### config.mk
export PLATFORM = sky130hd
export DESIGN_NAME = impulse_window_ctrl
export DESIGN_NICKNAME = d
export VERILOG_FILES = /design/src/rtl/impulse_window_ctrl.sv
export SDC_FILE = /design/constraint.sdc
export NUM_CORES = 1
export LEC_CHECK = 0
export BUFFER_PORTS_ARGS = -buffer_cell sky130_fd_sc_hd__buf_2
export CAP_MARGIN = 15
export CORE_ASPECT_RATIO = 0.8
export CORE_MARGIN = 1.5
export CORE_UTILIZATION = 31
export CTS_CLUSTER_DIAMETER = 50
export DETAILED_ROUTE_END_ITERATION = 8
export PLACE_DENSITY = 0.45
export RECOVER_POWER = 100
export SLEW_MARGIN = 20
export SYNTH_ARGS = -nofsm -noshare
export SYNTH_HDL_FRONTEND = slang
export SYNTH_SLANG_ARGS = --single-unit
### constraint.sdc
create_clock -name clock -period 2.9 [get_ports clock]
set_clock_uncertainty 0.15 [all_clocks]
set_input_delay 0.58 -clock clock [delete_from_list [all_inputs] [get_ports clock]]
set_output_delay 0.58 -clock clock [all_outputs]
set_load 0.02 [all_outputs]
### src/rtl/impulse_window_ctrl.sv
// -----------------------------------------------------------------------------
// impulse_window_ctrl
//   Measurement sequencer for the impulse-meter datapath. The raw sensor line
//   is synchronised and its rising edges are counted inside a gate window of
//   WINDOW_CYCLES clocks. The saturated total is converted to four BCD digits
//   by a one-iteration-per-cycle shift-add-3 engine and then published to the
//   7-segment display stage.
//
// Ports
//   clock         system clock
//   reset         asynchronous, active-low reset
//   enable        run request; held high = continuous back-to-back windows
//   sensor        raw asynchronous impulse line
//   busy          high while a window is counting, converting or publishing
//   count         last published edge count (saturated at 9999)
//   bcd3..bcd0    last published count as thousands/hundreds/tens/units
//   overflow      last published window saturated
//   result_valid  one-cycle strobe, coincident with new count/bcd/overflow
//
// Handshake: enable is a level request sampled every clock (no ready/ack).
// result_valid is a single-cycle qualifier with no back-pressure; it is high
// for exactly the one cycle in which the freshly loaded outputs first appear.
// -----------------------------------------------------------------------------
module impulse_window_ctrl #(
    parameter int WINDOW_CYCLES = 50000000,
    parameter int CNT_W         = 14
) (
    input  logic             clock,
    input  logic             reset,
    input  logic             enable,
    input  logic             sensor,
    output logic             busy,
    output logic [CNT_W-1:0] count,
    output logic [3:0]       bcd3,
    output logic [3:0]       bcd2,
    output logic [3:0]       bcd1,
    output logic [3:0]       bcd0,
    output logic             overflow,
    output logic             result_valid
);

    localparam int WIN_W  = $clog2(WINDOW_CYCLES);
    localparam int CONV_W = $clog2(CNT_W + 1);
    localparam int SH_W   = 16 + CNT_W;

    localparam logic [WIN_W-1:0]  WIN_LAST  = WIN_W'(WINDOW_CYCLES - 1);
    localparam logic [CONV_W-1:0] CONV_LAST = CONV_W'(CNT_W - 1);
    localparam logic [CNT_W-1:0]  SAT       = CNT_W'(9999);

    typedef enum logic [1:0] {
        IDLE    = 2'd0,
        COUNT   = 2'd1,
        CONVERT = 2'd2,
        PUBLISH = 2'd3
    } state_t;

    state_t            state;
    logic              sync1;
    logic              sync2;
    logic              hist;
    logic              edge_hit;
    logic [WIN_W-1:0]  win_cnt;
    logic [CNT_W-1:0]  acc;
    logic [CNT_W-1:0]  acc_next;
    logic              ovf;
    logic              ovf_next;
    logic [CONV_W-1:0] conv_cnt;
    // Double-dabble register: BCD digits in the top 16 bits, binary below.
    logic [SH_W-1:0]   shreg;
    logic [SH_W-1:0]   shreg_adj;
    logic [SH_W-1:0]   shreg_next;

    // Two-flop synchroniser plus history flop for rising-edge detection.
    always_ff @(posedge clock or negedge reset) begin
        if (!reset) begin
            sync1 <= 1'b0;
            sync2 <= 1'b0;
            hist  <= 1'b0;
        end else begin
            sync1 <= sensor;
            sync2 <= sync1;
            hist  <= sync2;
        end
    end

    assign edge_hit = sync2 & ~hist;

    // Accumulator update for the current COUNT cycle. An edge arriving while
    // already at 9999 is not lost silently: it marks the window as overflowed.
    always_comb begin
        acc_next = acc;
        ovf_next = ovf;
        if (edge_hit) begin
            if (acc == SAT) begin
                ovf_next = 1'b1;
            end else begin
                acc_next = acc + 1'b1;
            end
        end
    end

    // One shift-add-3 iteration: correct every BCD nibble >= 5, then shift.
    always_comb begin
        shreg_adj = shreg;
        for (int i = 0; i < 4; i++) begin
            if (shreg_adj[CNT_W + 4*i +: 4] >= 4'd5) begin
                shreg_adj[CNT_W + 4*i +: 4] = shreg_adj[CNT_W + 4*i +: 4] + 4'd3;
            end
        end
        shreg_next = {shreg_adj[SH_W-2:0], 1'b0};
    end

    always_ff @(posedge clock or negedge reset) begin
        if (!reset) begin
            state        <= IDLE;
            busy         <= 1'b0;
            win_cnt      <= '0;
            acc          <= '0;
            ovf          <= 1'b0;
            conv_cnt     <= '0;
            shreg        <= '0;
            count        <= '0;
            bcd3         <= 4'd0;
            bcd2         <= 4'd0;
            bcd1         <= 4'd0;
            bcd0         <= 4'd0;
            overflow     <= 1'b0;
            result_valid <= 1'b0;
        end else begin
            result_valid <= 1'b0;
            case (state)
                IDLE: begin
                    if (enable) begin
                        state   <= COUNT;
                        busy    <= 1'b1;
                        win_cnt <= '0;
                        acc     <= '0;
                        ovf     <= 1'b0;
                    end
                end
                COUNT: begin
                    if (!enable) begin
                        // Abort: the partial window is discarded, outputs hold.
                        state <= IDLE;
                        busy  <= 1'b0;
                    end else begin
                        acc     <= acc_next;
                        ovf     <= ovf_next;
                        win_cnt <= win_cnt + 1'b1;
                        if (win_cnt == WIN_LAST) begin
                            // Load from acc_next so an edge on the last
                            // window cycle is included in the conversion.
                            state    <= CONVERT;
                            shreg    <= {16'd0, acc_next};
                            conv_cnt <= '0;
                        end
                    end
                end
                CONVERT: begin
                    shreg    <= shreg_next;
                    conv_cnt <= conv_cnt + 1'b1;
                    if (conv_cnt == CONV_LAST) begin
                        state <= PUBLISH;
                    end
                end
                PUBLISH: begin
                    count        <= acc;
                    {bcd3, bcd2, bcd1, bcd0} <= shreg[SH_W-1:CNT_W];
                    overflow     <= ovf;
                    result_valid <= 1'b1;
                    if (enable) begin
                        state   <= COUNT;
                        win_cnt <= '0;
                        acc     <= '0;
                        ovf     <= 1'b0;
                    end else begin
                        state <= IDLE;
                        busy  <= 1'b0;
                    end
                end
                default: begin
                    state <= IDLE;
                    busy  <= 1'b0;
                end
            endcase
        end
    end

endmodule
Word-level counts from Yosys, hierarchy flattened --
Cells that the tools add are included.
Word-level totals: output and inout bits 33, flip-flop bits (word level) 113, bits of input ports 4
Cells by class: magnitude comparators 4, muxes and demuxes 33, eq/ne operators 15, reductions and logical operators 11, bitwise logic cells 2, add/sub/neg operators 7
Operators by type and width (number):
- $mux 30 | 2
- $pmux 30 s2 | 1
- $mux 14 | 4
- $mux 26 | 2
- $pmux 26 s2 | 1
- $pmux 14 s2 | 1
- $add 26x1->26 const B | 1
- $eq 26x26->1 const B | 1
- $mux 4 | 5
- $ge 4x3->1 const B | 4
- $add 14x1->14 const B | 1
- $eq 14x14->1 const B | 1
- $ne 2x2->1 const B | 7
- $add 4x2->4 const B | 3
- $reduce_and 3->1 | 4
- $mux 1 | 8
- $mux 2 | 4
- $pmux 2 s4 | 1
- $pmux 4 s2 | 1
- $reduce_bool 2->1 | 3
- $reduce_and 5->1 | 1
- $add 4x1->4 const B | 1
- $eq 2x2->1 const B | 2
- $eq 4x4->1 const B | 1
- other kinds (10) | 12

Depth between registers and ports, before layout --
Gate-level depths: netlist of the first run.
depth after elaboration 6, depth in mapped cells 9, mapped depth without buffers 7

Worst setup path before layout of the first run --
No wires, ideal clock.
path type reg-to-reg, start point reg state[0], end point reg win_cnt[25], cell stages (with the launch flop) 8, path buffers 0, path slack 0.586 ns, arrival time 2.086 ns, cell sequence dfrtp_1 -> inv_1 -> ha_1 -> nand2b_4 -> a2111oi_4 -> nand4_2 -> or3_1 -> a21oi_1
Between the ends: longest elaborated chain between the ends 4
RTL lines:
- start: declaration | RTL line 57 | state_t state;
- start signal: assignment | RTL line 115 | state <= IDLE;
- start signal: assignment | RTL line 134 | state <= COUNT;
- start signal: assignment | RTL line 144 | state <= IDLE;
- $eq 2x2->1 or $logic_not 2->1 (tied branches) | RTL line 131 | case (state)
- $reduce_or 2->1 (no line)
- $ne 2x1->1 (no line) or $reduce_bool 2->1 (tied branches)
- $reduce_and 3->1 (no line)
- end signal: assignment | RTL line 149 | win_cnt <= win_cnt + 1'b1;
- end: declaration | RTL line 62 | logic [WIN_W-1:0] win_cnt;
Parallel ways exist; a longest one is shown, timed or not. A chain may end at the register's enable or synchronous reset.

==> tab_implementation.tex, run 1 <==
\begin{tabular}{lr}
\hline
Metric & Value \\
\hline
\multicolumn{2}{l}{\textbf{Outcome}} \\
\quad Status & finished clean \\
\multicolumn{2}{l}{\textbf{STA}} \\
\quad Tightest slew margin relative to the limit & 0.115 \\
\quad RSZ-0062 raised after global routing & false \\
\quad Tmin final & 2610 ps \\
\quad Final TNS setup & 0 ps \\
\quad Final worst path period share & 0.901 \\
\quad Achievable Freq & 383 MHz \\
\quad Final-report hold violation count & 0 \\
\quad Transition time at the pin with the least slew margin & 1330 ps \\
\quad Number of setup violations in the final report & 0 \\
\quad Final number of max-transition violations & 0 \\
\multicolumn{2}{l}{\textbf{Synthesis}} \\
\quad Async SR Flop Fraction & 1.00 \\
\quad Main area contributors after synthesis & sky130\_fd\_sc\_hd\_\_dfrtp\_1, sky130\_fd\_sc\_hd\_\_mux2\_2, sky130\_fd\_sc\_hd\_\_nand2\_1 \\
\quad Number of standard cells after synthesis & 562 \\
\quad Cell area after synthesis & 5680 µm² \\
\quad Sequential share of the synthesized area & 0.498 \\
\quad Number of flops mapped to enable cells by yosys & 0 \\
\quad Yosys top cell by area & sky130\_fd\_sc\_hd\_\_dfrtp\_1 \\
\quad Number of nets produced by synthesis & 583 \\
\quad Cell variety after synth & 50 \\
\quad Main synth FF type & sky130\_fd\_sc\_hd\_\_dfrtp\_1 \\
\quad Warnings, synthesis & 0 \\
\quad Post-synth top area share & 0.498 \\
\quad Mean Syn Cell Area & 10.1 µm² \\
\quad Register bit total from synthesis & 113 \\
\multicolumn{2}{l}{\textbf{Clocking}} \\
\quad Clock network latency to the later pin of the worst-skew pair & 420 ps \\
\quad Clock tree sinks & 113 \\
\quad Maximum buffer depth of the clock tree & 2 \\
\quad Buffer count from post-CTS setup fixing & 0 \\
\quad Clock edge transition at the registers on the reported setup and hold paths & 60 ps \\
\quad CTS tree & done \\
\quad Number of H-tree branching levels & 4 \\
\quad Number of buffers added by the clock tree synthesis step & 17 \\
\quad Count of instances resized after the clock tree is built & 0 \\
\quad CTS root buffer & sky130\_fd\_sc\_hd\_\_clkbuf\_16 \\
\quad Number of buffers inserted for hold repair after clock tree synthesis & 1 \\
\multicolumn{2}{l}{\textbf{Final layout}} \\
\quad Area added between synthesis and finish & 17.5\% \\
\quad Leading cell type in the layout, fill and taps excluded & sky130\_fd\_sc\_hd\_\_dfrtp\_1 \\
\quad Antenna cells & 0 \\
\quad Share of post-route cells with drive strength above 1 & 0.139 \\
\quad Number of fill cells in the layout & 1800 \\
\quad Area used by multi-input combinational logic & 2630 µm² \\
\quad Reg area & 2830 µm² \\
\quad Most frequent cells in the layout & sky130\_fd\_sc\_hd\_\_dfrtp\_1, sky130\_fd\_sc\_hd\_\_nand2\_1, sky130\_fd\_sc\_hd\_\_nor2\_1 \\
\quad Net total in the final layout & 628 \\
\multicolumn{2}{l}{\textbf{Route}} \\
\quad Post-route antenna net violation count & 0 \\
\quad Avg Vias per Cell & 5.04 \\
\quad Post-Route WL & 13400 µm \\
\quad First DRT Iteration DRCs & 275 \\
\quad DR vias & 4288 \\
\quad Residual DRC count & 0 \\
\quad Per-cell routed wire length & 15.7 µm \\
\quad First-pass detailed-route iteration total & 4 \\
\multicolumn{2}{l}{\textbf{Hold path}} \\
\quad HP Class & primary input to flip-flop \\
\multicolumn{2}{l}{\textbf{Place}} \\
\quad Final HPWL DP & 9290 µm \\
\quad Buffers added on ports & 36 \\
\quad Weighted congestion at the end of routability-driven global placement & 0.792 \\
\multicolumn{2}{l}{\textbf{Global routing}} \\
\quad Met1 global-route usage & 0.212 \\
\quad Wire length of the first global-routing pass & 22500 µm \\
\quad Global-route layer with the greatest usage & met2 \\
\quad Antenna violations before repair & 0 \\
\quad Maximum number of pins on one net before global-route repair & 45 \\
\quad Number of global-route vias before repair & 4237 \\
\quad Met3 global-route usage & 0.0393 \\
\quad Total overflow reported by the global router & 0 \\
\quad Overall routing resource usage & 0.152 \\
\quad Met2 Resource Use GR & 0.227 \\
\multicolumn{2}{l}{\textbf{Floorplanning}} \\
\quad Floorplan die area & 19100 µm² \\
\quad Top-level port count & 37 \\
\quad Overall die width & 154 µm \\
\quad Starting density of the core & 0.314 \\
\quad Vert. Die Dim & 124 µm \\
\quad Num rows & 44 \\
\quad Placeable core area & 18100 µm² \\
\multicolumn{2}{l}{\textbf{Pwr}} \\
\quad Total leakage power & 0.00297 µW \\
\quad Power Density & 646 nW/µm² \\
\quad IR drop worst, VDD & 0.325 mV \\
\quad PnR Total Power & 4310 µW \\
\multicolumn{2}{l}{\textbf{Worst setup path}} \\
\quad Classification of the worst setup path & flip-flop to flip-flop \\
\quad Setup slack on the worst flop-to-flop path & 290 ps \\
\quad Capturing point of the worst reg2reg path & win\_cnt[25] \\
\quad Required @ worst endpoint & 3080 ps \\
\quad Crit Path Max Fanout & 6 \\
\quad CP endpoint & win\_cnt[25] \\
\quad Critical Path Start Type & flip-flop \\
\quad Length in cells of the worst reg-to-reg path & 7 \\
\quad Endpoint type of the worst setup path & flip-flop \\
\quad Worst EP arrival & 2800 ps \\
\multicolumn{2}{l}{\textbf{Flow run}} \\
\quad Max-cap violations & 0 \\
\hline
\end{tabular}
==> final cells by class <==
cell class,count,area share
well taps,230,0.0431
multi-input cells,398,0.395
clock buffers,22,0.0681
repair buffers,56,0.0418
inverters,21,0.0118
clock inverters,10,0.0167
flip-flops and latches,113,0.424
==> stage by stage <==
stage	util	worst slack, ps	area (µm²)	hold slack, ps	instances
4_1_cts	0.375	432	6780	110	850
3_5_place_dp	0.343	449	6200	186	817
6_report	0.369	286	6670	127	850
3_3_place_gp	0.343	529	6200	190	817
5_1_grt	0.369	78.5	6670	109	850
2_1_floorplan	-	586	5680	134	562
==> routing by layer <==
metal | vias to the layer above | part of all wire
met1 | 2117 | 0.52
met4 | 0 | 0.0099
met5 | - | 0
met3 | 11 | 0.036
li1 | 2096 | -
met2 | 64 | 0.43
==> worst max-delay path: stages, from the launching register on <==
cell and delay, ps:
sky130_fd_sc_hd__dfrtp_1 420, sky130_fd_sc_hd__inv_1 110, sky130_fd_sc_hd__ha_1 270, sky130_fd_sc_hd__nand2b_1 280, sky130_fd_sc_hd__a2111oi_2 560, sky130_fd_sc_hd__nand4_2 230
sky130_fd_sc_hd__or3_1 360, sky130_fd_sc_hd__a21oi_1 150
==> sequential cells by signal (all words and copies together) (netlist names), 4 cells and up, named ones only <==
signal,count
bcd1,4
shreg,30
conv_cnt,4
acc,14
bcd3,4
bcd2,4
bcd0,4
win_cnt,26
count,14
==> cells by family after synthesis <==
kind of cell	after synthesis	synth area share
compound gates	106	0.119
flops	113	0.498
fa+ha+maj	17	0.0375
mux	42	0.0811
simple gates	200	0.178
buf+inv	51	0.0348
xor+xnor	33	0.0509
==> synth_stat cells (2+ instances only) <==
master and instances:
sky130_fd_sc_hd__o211ai_1 5, sky130_fd_sc_hd__a21oi_1 25, sky130_fd_sc_hd__xor2_1 18, sky130_fd_sc_hd__nand3_1 25
sky130_fd_sc_hd__a31oi_1 6, sky130_fd_sc_hd__nor4_1 4, sky130_fd_sc_hd__o31ai_1 4, sky130_fd_sc_hd__a21o_1 4
sky130_fd_sc_hd__and4_1 3, sky130_fd_sc_hd__buf_2 5, sky130_fd_sc_hd__inv_1 21, sky130_fd_sc_hd__ha_1 17
sky130_fd_sc_hd__nand3_2 2, sky130_fd_sc_hd__clkbuf_1 24, sky130_fd_sc_hd__or3_1 5, sky130_fd_sc_hd__mux2_2 32
sky130_fd_sc_hd__nor3b_1 5, sky130_fd_sc_hd__mux2i_1 10, sky130_fd_sc_hd__a2111oi_4 2, sky130_fd_sc_hd__nor4b_1 6
sky130_fd_sc_hd__o22ai_1 8, sky130_fd_sc_hd__nand4_1 15, sky130_fd_sc_hd__nor3_1 6, sky130_fd_sc_hd__nor2_1 46
sky130_fd_sc_hd__and3_1 7, sky130_fd_sc_hd__a211oi_1 4, sky130_fd_sc_hd__o21ai_0 37, sky130_fd_sc_hd__nand2_1 59
sky130_fd_sc_hd__nand2b_1 6, sky130_fd_sc_hd__dfrtp_1 113, sky130_fd_sc_hd__o32ai_1 3, sky130_fd_sc_hd__nor2b_1 3
sky130_fd_sc_hd__xnor2_1 15
==> power by group <==
group	total, µW	leakage, µW	internal (µW)	switching (µW)
Sequential	1750	0.00151	1650	108
Clock	2010	0.000270	1280	736
Combinational	538	0.00120	170	368
==> how the worst min path moves through the flow <==
stage	startpoint	to	cells past startpoint
4_1_cts	sensor	sync1	1
3_5_place_dp	sync1	sync2	0
3_3_place_gp	sync1	sync2	0
2_1_floorplan	reset	asynchronous set/reset pin	0
6_report	sensor	sync1	1
5_1_grt	sensor	sync1	1
Note: power is estimated with default switching activity, not from simulation.
==> run 2, diff against run 1 <==
==> constraint.sdc (replaced) <==
create_clock -name clock -period 2.9 [get_ports clock]
set_clock_uncertainty 0.15 [all_clocks]
set_input_delay 0.87 -clock clock [delete_from_list [all_inputs] [get_ports clock]]
set_output_delay 0.87 -clock clock [all_outputs]
set_load 0.02 [all_outputs]
==> run 2 against run 1 <==
The flow now finishes with violations (capacitance limit, slew limit). Critical path depth up 1. Core utilization rose by 0.26 points. Largest cell class unchanged. Via count is 1.2% lower. First-iteration DRC count down 21%. Clock power is 4% higher. Worst setup slack improved by 140 ps. Final cell count decreased by 0.24%. Global-route usage about the same.
==> tab_implementation.tex, run 2 (same netlist as run 1, synthesis figures left out) <==
\begin{tabular}{lr}
\hline
Metric & Value \\
\hline
\multicolumn{2}{l}{\textbf{Worst setup path}} \\
\quad Capturing point of the worst reg2reg path & win\_cnt[20] \\
\quad Number of cells on the critical path & 8 \\
\quad Worst EP arrival & 2620 ps \\
\quad Setup slack on the worst flop-to-flop path & 420 ps \\
\quad Critical Path Start Type & flip-flop \\
\quad Endpoint type of the worst setup path & flip-flop \\
\quad Crit path buffers/inverters & 2 \\
\quad Cells along the critical path & inv\_1 -> ha\_1 -> nand2b\_1 -> a2111oi\_4 -> clkbuf\_1 -> nand4\_1 -> xnor2\_1 -> nor2\_1 \\
\quad Crit Path Max Fanout & 6 \\
\quad Required @ worst endpoint & 3040 ps \\
\quad CP max-delay cell & sky130\_fd\_sc\_hd\_\_a2111oi\_4 \\
\quad Classification of the worst setup path & flip-flop to flip-flop \\
\quad Peak per-stage delay on the critical path & 420 ps \\
\quad Length in cells of the worst reg-to-reg path & 8 \\
\quad Largest delay share family, worst path & simple AND/OR/NAND/NOR gates \\
\multicolumn{2}{l}{\textbf{Clocking}} \\
\quad Number of buffers inserted for hold repair after clock tree synthesis & 0 \\
\quad Count of instances resized after the clock tree is built & 0 \\
\quad Number of buffers added by the clock tree synthesis step & 17 \\
\quad Maximum buffer depth of the clock tree & 2 \\
\quad Clock tree sinks & 113 \\
\quad Number of H-tree branching levels & 4 \\
\quad Buffer count from post-CTS setup fixing & 0 \\
\quad CTS root buffer & sky130\_fd\_sc\_hd\_\_clkbuf\_16 \\
\quad Clock edge transition at the registers on the reported setup and hold paths & 50 ps \\
\quad Clock network latency to the later pin of the worst-skew pair & 410 ps \\
\quad CTS tree & done \\
\multicolumn{2}{l}{\textbf{STA}} \\
\quad Number of setup violations in the final report & 0 \\
\quad Tightest slew margin relative to the limit & -0.295 \\
\quad Final worst slack & 421 ps \\
\quad Final worst path period share & 0.855 \\
\quad Final TNS setup & 0 ps \\
\quad Final-report hold violation count & 0 \\
\quad Achievable Freq & 403 MHz \\
\quad Transition time at the pin with the least slew margin & 1940 ps \\
\quad Tmin final & 2480 ps \\
\quad RSZ-0062 raised after global routing & false \\
\quad Final number of max-transition violations & 29 \\
\multicolumn{2}{l}{\textbf{Route}} \\
\quad Per-cell routed wire length & 15.8 µm \\
\quad Post-route antenna net violation count & 0 \\
\quad First-pass detailed-route iteration total & 5 \\
\quad Post-Route WL & 13400 µm \\
\quad Avg Vias per Cell & 5.00 \\
\quad First DRT Iteration DRCs & 218 \\
\quad Residual DRC count & 0 \\
\quad DR vias & 4238 \\
\multicolumn{2}{l}{\textbf{Hold path}} \\
\quad Hold Path End & sync2 \\
\quad Worst hold path stage count & 0 \\
\quad Startpoint of the lowest-slack hold path & sync1 \\
\quad HP Class & flip-flop to flip-flop \\
\multicolumn{2}{l}{\textbf{Floorplanning}} \\
\quad Placeable core area & 18100 µm² \\
\quad Num rows & 44 \\
\quad Top-level port count & 37 \\
\quad Starting density of the core & 0.314 \\
\quad Overall die width & 154 µm \\
\quad Floorplan die area & 19100 µm² \\
\quad Vert. Die Dim & 124 µm \\
\multicolumn{2}{l}{\textbf{Place}} \\
\quad Final HPWL DP & 9170 µm \\
\quad Buffers added on ports & 36 \\
\quad Worst-case setup slack after placement & 239 ps \\
\quad Weighted congestion at the end of routability-driven global placement & 0.758 \\
\multicolumn{2}{l}{\textbf{Final layout}} \\
\quad Leading registers by flop count & shreg x30, win\_cnt x26 \\
\quad Number of fill cells in the layout & 1817 \\
\quad Most flop-heavy register & shreg \\
\quad Max reg flops & 30 \\
\quad Most frequent cells in the layout & sky130\_fd\_sc\_hd\_\_dfrtp\_1, sky130\_fd\_sc\_hd\_\_nand2\_1, sky130\_fd\_sc\_hd\_\_nor2\_1 \\
\quad Leading cell type in the layout, fill and taps excluded & sky130\_fd\_sc\_hd\_\_dfrtp\_1 \\
\quad Area added between synthesis and finish & 18.3\% \\
\quad Share of post-route cells with drive strength above 1 & 0.139 \\
\quad Antenna cells & 0 \\
\quad Net total in the final layout & 628 \\
\multicolumn{2}{l}{\textbf{Outcome}} \\
\quad Status & finished, violations left \\
\quad Violations in the final reports & capacitance limit, slew limit \\
\multicolumn{2}{l}{\textbf{Global routing}} \\
\quad Antenna violations before repair & 0 \\
\quad Maximum number of pins on one net before global-route repair & 34 \\
\quad Number of global-route vias before repair & 4246 \\
\quad Overall routing resource usage & 0.152 \\
\quad Wire length of the first global-routing pass & 22500 µm \\
\quad Total overflow reported by the global router & 0 \\
\multicolumn{2}{l}{\textbf{Pwr}} \\
\quad Power Density & 654 nW/µm² \\
\quad IR drop worst, VDD & 0.431 mV \\
\quad Total leakage power & 0.00300 µW \\
\quad PnR Total Power & 4390 µW \\
\multicolumn{2}{l}{\textbf{Flow run}} \\
\quad Max-cap violations & 1 \\
\hline
\end{tabular}
run 2: cell types whose count changed in the layout (fill, tap and decap cells not counted), sizes merged:
cell / change
clkinvlp: -3
buf: +2
clkbuf: +2
dlygate4sd3: -1
clkinv: -2
run 2: area by class of cell:
| type | instances | area (µm²) | share of cell area |
|---|---|---|---|
| multi-input cells | 398 | 2640 | 0.393 |
| inverters | 21 | 78.8 | 0.0117 |
| clock inverters | 5 | 75.1 | 0.0112 |
| clock buffers | 25 | 515 | 0.0767 |
| flip-flops and latches | 113 | 2830 | 0.421 |
| well taps | 230 | 288 | 0.0428 |
| repair buffers | 56 | 294 | 0.0438 |
run 2: how the worst max path moves through the flow:
| stage | startpoint | end |
|---|---|---|
| floorplan | state[0] | win_cnt[25] |
| global placement | enable | shreg[17] |
| detailed placement | enable | shreg[9] |
| CTS | flip-flop | conv_cnt[3] |
| global route | flip-flop | conv_cnt[3] |
| finish | flip-flop | win_cnt[20] |
run 2: worst reg2reg max path, stage by stage, from the launching register on:
cell and delay [ps]:
sky130_fd_sc_hd__dfrtp_1 410, sky130_fd_sc_hd__inv_1 100, sky130_fd_sc_hd__ha_1 280, sky130_fd_sc_hd__nand2b_1 300, sky130_fd_sc_hd__a2111oi_4 420, sky130_fd_sc_hd__clkbuf_1 310
sky130_fd_sc_hd__nand4_1 170, sky130_fd_sc_hd__xnor2_1 160, sky130_fd_sc_hd__nor2_1 50
run 2: per-layer routing:
metal / track usage / wire length (µm)
met1: 0.217 / 7100
met2: 0.225 / 5740
met3: 0.0397 / 490
met4: 0.0451 / 110
met5: 0 / 0
run 2: stage by stage:
| stage | hold WS, ps | util | instance area, µm² | instances |
|---|---|---|---|---|
| 2_1_floorplan | 181 | - | 5680 | 562 |
| 3_3_place_gp | 187 | 0.344 | 6210 | 818 |
| 3_5_place_dp | 186 | 0.344 | 6210 | 818 |
| 4_1_cts | 198 | 0.376 | 6800 | 848 |
| 5_1_grt | 219 | 0.372 | 6720 | 848 |
| 6_report | 195 | 0.372 | 6720 | 848 |
run 2: power breakdown:
group	internal, µW	switching (µW)
logic	176	372
clock network	1390	708
registers	1650	105
==> run 3, diff against run 2 <==
--- a/config.mk
+++ b/config.mk
@@ -5,6 +5,7 @@
 export SDC_FILE = /design/constraint.sdc
 export NUM_CORES = 1
 export LEC_CHECK = 0
+export ABC_AREA = 1
 export BUFFER_PORTS_ARGS = -buffer_cell sky130_fd_sc_hd__buf_2
 export CAP_MARGIN = 15
 export CORE_ASPECT_RATIO = 0.8
@@ -13,7 +14,6 @@
 export CTS_CLUSTER_DIAMETER = 50
 export DETAILED_ROUTE_END_ITERATION = 8
 export PLACE_DENSITY = 0.45
-export RECOVER_POWER = 100
 export SLEW_MARGIN = 20
 export SYNTH_ARGS = -nofsm -noshare
 export SYNTH_HDL_FRONTEND = slang
==> constraint.sdc (replaced) <==
create_clock -name clock -period 2.9 [get_ports clock]
set_clock_uncertainty 0.15 [all_clocks]
set_input_delay 0.87 -clock clock [delete_from_list [all_inputs] [get_ports clock]]
set_output_delay 0.87 -clock clock [all_outputs]
set_load 0.01 [all_outputs]
==> run 3 against run 2 <==
The run now ends clean. Fmax decreased by 2.9%. First-iteration DRC count grew 46%. Global-route usage is 0.61 points higher. Final cell count increased by 33%. Clock-buffer cell count unchanged. Die area up 6.7%. Largest power group unchanged. Highest routed layer unchanged.
==> tab_implementation.tex, run 3 <==
\begin{tabular}{lr}
\hline
Metric & Value \\
\hline
\multicolumn{2}{l}{\textbf{Route}} \\
\quad Post-Route WL & 14800 µm \\
\quad Met2 routed wirelength & 6190 µm \\
\quad Residual DRC count & 0 \\
\quad Routed met3 length & 588 µm \\
\quad Post-route antenna net violation count & 0 \\
\quad Highest Signal Layer & met4 \\
\quad First-pass detailed-route iteration total & 4 \\
\quad DR vias & 5123 \\
\quad Sum of routed wire segments on met1 & 7920 µm \\
\quad Avg Vias per Cell & 4.55 \\
\quad First DRT Iteration DRCs & 319 \\
\quad Per-cell routed wire length & 13.2 µm \\
\multicolumn{2}{l}{\textbf{STA}} \\
\quad Final number of max-transition violations & 0 \\
\quad Tmin final & 2550 ps \\
\quad Transition time at the pin with the least slew margin & 542 ps \\
\quad Final TNS setup & 0 ps \\
\quad Achievable Freq & 392 MHz \\
\quad Final worst path period share & 0.881 \\
\quad Final-report hold violation count & 0 \\
\quad Worst hold slack after final layout & 198 ps \\
\quad RSZ-0062 raised after global routing & false \\
\quad Number of setup violations in the final report & 0 \\
\quad Final worst slack & 346 ps \\
\quad Tightest slew margin relative to the limit & 0.637 \\
\multicolumn{2}{l}{\textbf{Place}} \\
\quad Buffers added on ports & 36 \\
\quad Final HPWL DP & 10600 µm \\
\quad Weighted congestion at the end of routability-driven global placement & 0.827 \\
\quad Worst-case setup slack after placement & 345 ps \\
\multicolumn{2}{l}{\textbf{Floorplanning}} \\
\quad Vert. Die Dim & 128 µm \\
\quad Top-level port count & 37 \\
\quad Floorplan die area & 20400 µm² \\
\quad Placeable core area & 19100 µm² \\
\quad Starting density of the core & 0.318 \\
\quad Overall die width & 159 µm \\
\quad Num rows & 45 \\
\multicolumn{2}{l}{\textbf{Final layout}} \\
\quad Reg area & 2830 µm² \\
\quad Share of post-route cells with drive strength above 1 & 0.112 \\
\quad Max reg flops & 30 \\
\quad Number of fill cells in the layout & 2054 \\
\quad Area added between synthesis and finish & 17.3\% \\
\quad Area used by multi-input combinational logic & 2810 µm² \\
\quad Most frequent cells in the layout & sky130\_fd\_sc\_hd\_\_nand2\_1, sky130\_fd\_sc\_hd\_\_dfrtp\_1, sky130\_fd\_sc\_hd\_\_o21ai\_0 \\
\quad Leading registers by flop count & shreg x30, win\_cnt x26 \\
\quad Antenna cells & 0 \\
\quad Most flop-heavy register & shreg \\
\quad Net total in the final layout & 877 \\
\quad Leading cell type in the layout, fill and taps excluded & sky130\_fd\_sc\_hd\_\_nand2\_1 \\
\multicolumn{2}{l}{\textbf{Global routing}} \\
\quad Wire length of the first global-routing pass & 25400 µm \\
\quad Maximum number of pins on one net before global-route repair & 57 \\
\quad Total overflow reported by the global router & 0 \\
\quad Overall routing resource usage & 0.158 \\
\quad Antenna violations before repair & 0 \\
\quad Number of global-route vias before repair & 4938 \\
\multicolumn{2}{l}{\textbf{Synthesis}} \\
\quad Register bit total from synthesis & 113 \\
\quad Number of flops mapped to enable cells by yosys & 0 \\
\quad Most frequent cells after synthesis & sky130\_fd\_sc\_hd\_\_nand2\_1, sky130\_fd\_sc\_hd\_\_dfrtp\_1, sky130\_fd\_sc\_hd\_\_o21ai\_0 \\
\quad Number of nets produced by synthesis & 837 \\
\quad Main synth FF type & sky130\_fd\_sc\_hd\_\_dfrtp\_1 \\
\quad Mean Syn Cell Area & 7.44 µm² \\
\quad Post-synth top area share & 0.466 \\
\quad Number of standard cells after synthesis & 816 \\
\quad Main area contributors after synthesis & sky130\_fd\_sc\_hd\_\_dfrtp\_1, sky130\_fd\_sc\_hd\_\_nand2\_1, sky130\_fd\_sc\_hd\_\_o21ai\_0 \\
\quad Warnings, synthesis & 0 \\
\quad Cell variety after synth & 35 \\
\quad Most frequent cell after synthesis & sky130\_fd\_sc\_hd\_\_nand2\_1 \\
\quad Yosys top cell by area & sky130\_fd\_sc\_hd\_\_dfrtp\_1 \\
\quad Sequential share of the synthesized area & 0.466 \\
\quad Async SR Flop Fraction & 1.00 \\
\quad Cell area after synthesis & 6070 µm² \\
\multicolumn{2}{l}{\textbf{Outcome}} \\
\quad Status & finished clean \\
\multicolumn{2}{l}{\textbf{Pwr}} \\
\quad IR drop worst, VDD & 0.310 mV \\
\quad Total leakage power & 0.00335 µW \\
\quad Power Density & 678 nW/µm² \\
\multicolumn{2}{l}{\textbf{Clocking}} \\
\quad CTS root buffer & sky130\_fd\_sc\_hd\_\_clkbuf\_16 \\
\quad Count of instances resized after the clock tree is built & 0 \\
\quad Clock tree sinks & 113 \\
\quad Number of buffers added by the clock tree synthesis step & 17 \\
\quad Clock edge transition at the registers on the reported setup and hold paths & 50 ps \\
\quad Buffer count from post-CTS setup fixing & 0 \\
\quad Clock network latency to the later pin of the worst-skew pair & 420 ps \\
\quad Maximum buffer depth of the clock tree & 2 \\
\quad Number of H-tree branching levels & 4 \\
\quad Number of buffers inserted for hold repair after clock tree synthesis & 0 \\
\quad CTS tree & done \\
\multicolumn{2}{l}{\textbf{Worst setup path}} \\
\quad Crit Path Max Fanout & 12 \\
\quad Critical Path Start Type & flip-flop \\
\quad Setup slack on the worst flop-to-flop path & 350 ps \\
\quad Required @ worst endpoint & 3040 ps \\
\quad Worst EP arrival & 2700 ps \\
\quad Classification of the worst setup path & flip-flop to flip-flop \\
\quad Endpoint type of the worst setup path & flip-flop \\
\multicolumn{2}{l}{\textbf{Hold path}} \\
\quad HP Class & flip-flop to flip-flop \\
\multicolumn{2}{l}{\textbf{Flow run}} \\
\quad Max-cap violations & 0 \\
\hline
\end{tabular}
-- run 3: layer usage --
| metal | up-vias | global-route usage |
|---|---|---|
| li1 | 2694 | - |
| met1 | 2345 | 0.226 |
| met2 | 69 | 0.232 |
| met3 | 15 | 0.0417 |
| met4 | 0 | 0.0483 |
| met5 | - | 0 |
-- run 3: final cells by class --
class,instances,share of cell area
clock buffer,25,0.0696
clock inverter,5,0.0109
inverter,81,0.0427
multi-input combinational,598,0.394
sequential,113,0.397
tap,258,0.0453
timing repair buffer,45,0.0404
-- run 3: kinds of logic (layout without fill, tap and decap cells) --
kind of cell               count (synthesis)  in the layout  synth area share
and+or+nand+nor                          454            454             0.312
adders and majority gates                 17             17            0.0350
xor gates and xnor gates                  10             10            0.0144
AOI/OAI and AO/OA                        117            117             0.101
buffers and inverters                    105            156            0.0717
DFF                                      113            113             0.466
-- run 3: worst max-delay path: stages (launching register included) --
cell	delay (ps)
sky130_fd_sc_hd__dfrtp_1	470
sky130_fd_sc_hd__inv_1	120
sky130_fd_sc_hd__ha_1	380
sky130_fd_sc_hd__inv_1	150
sky130_fd_sc_hd__nand2_2	130
sky130_fd_sc_hd__nor2_1	460
sky130_fd_sc_hd__nand2_1	190
sky130_fd_sc_hd__o21ai_0	270
sky130_fd_sc_hd__a21boi_1	90
-- run 3: worst paths after layout --
check / startpoint / cells after the start / endpoint
hold / removal: sync1 / 0 / sync2
min in group asynchronous: reset / 1 / acc[5]
max in group asynchronous: reset / 2 / shreg[1]
setup / recovery: state[0] / 8 / win_cnt[14]
hold reg to reg: sync1 / 0 / sync2
setup reg to reg: state[0] / 8 / win_cnt[14]
-- run 3: power breakdown --
group	internal [µW]	switching [µW]
combinational	290	693
sequential	1700	94.1
clock	1340	712
-- run 3: through the flow --
stage | area [µm²] | cells | utilization | total power (µW)
2_1_floorplan | 6070 | 816 | - | 2480
3_3_place_gp | 6550 | 1095 | 0.343 | 2820
3_5_place_dp | 6550 | 1095 | 0.343 | 2820
4_1_cts | 7120 | 1125 | 0.373 | 4920
5_1_grt | 7120 | 1125 | 0.373 | 5130
6_report | 7120 | 1125 | 0.373 | 4830
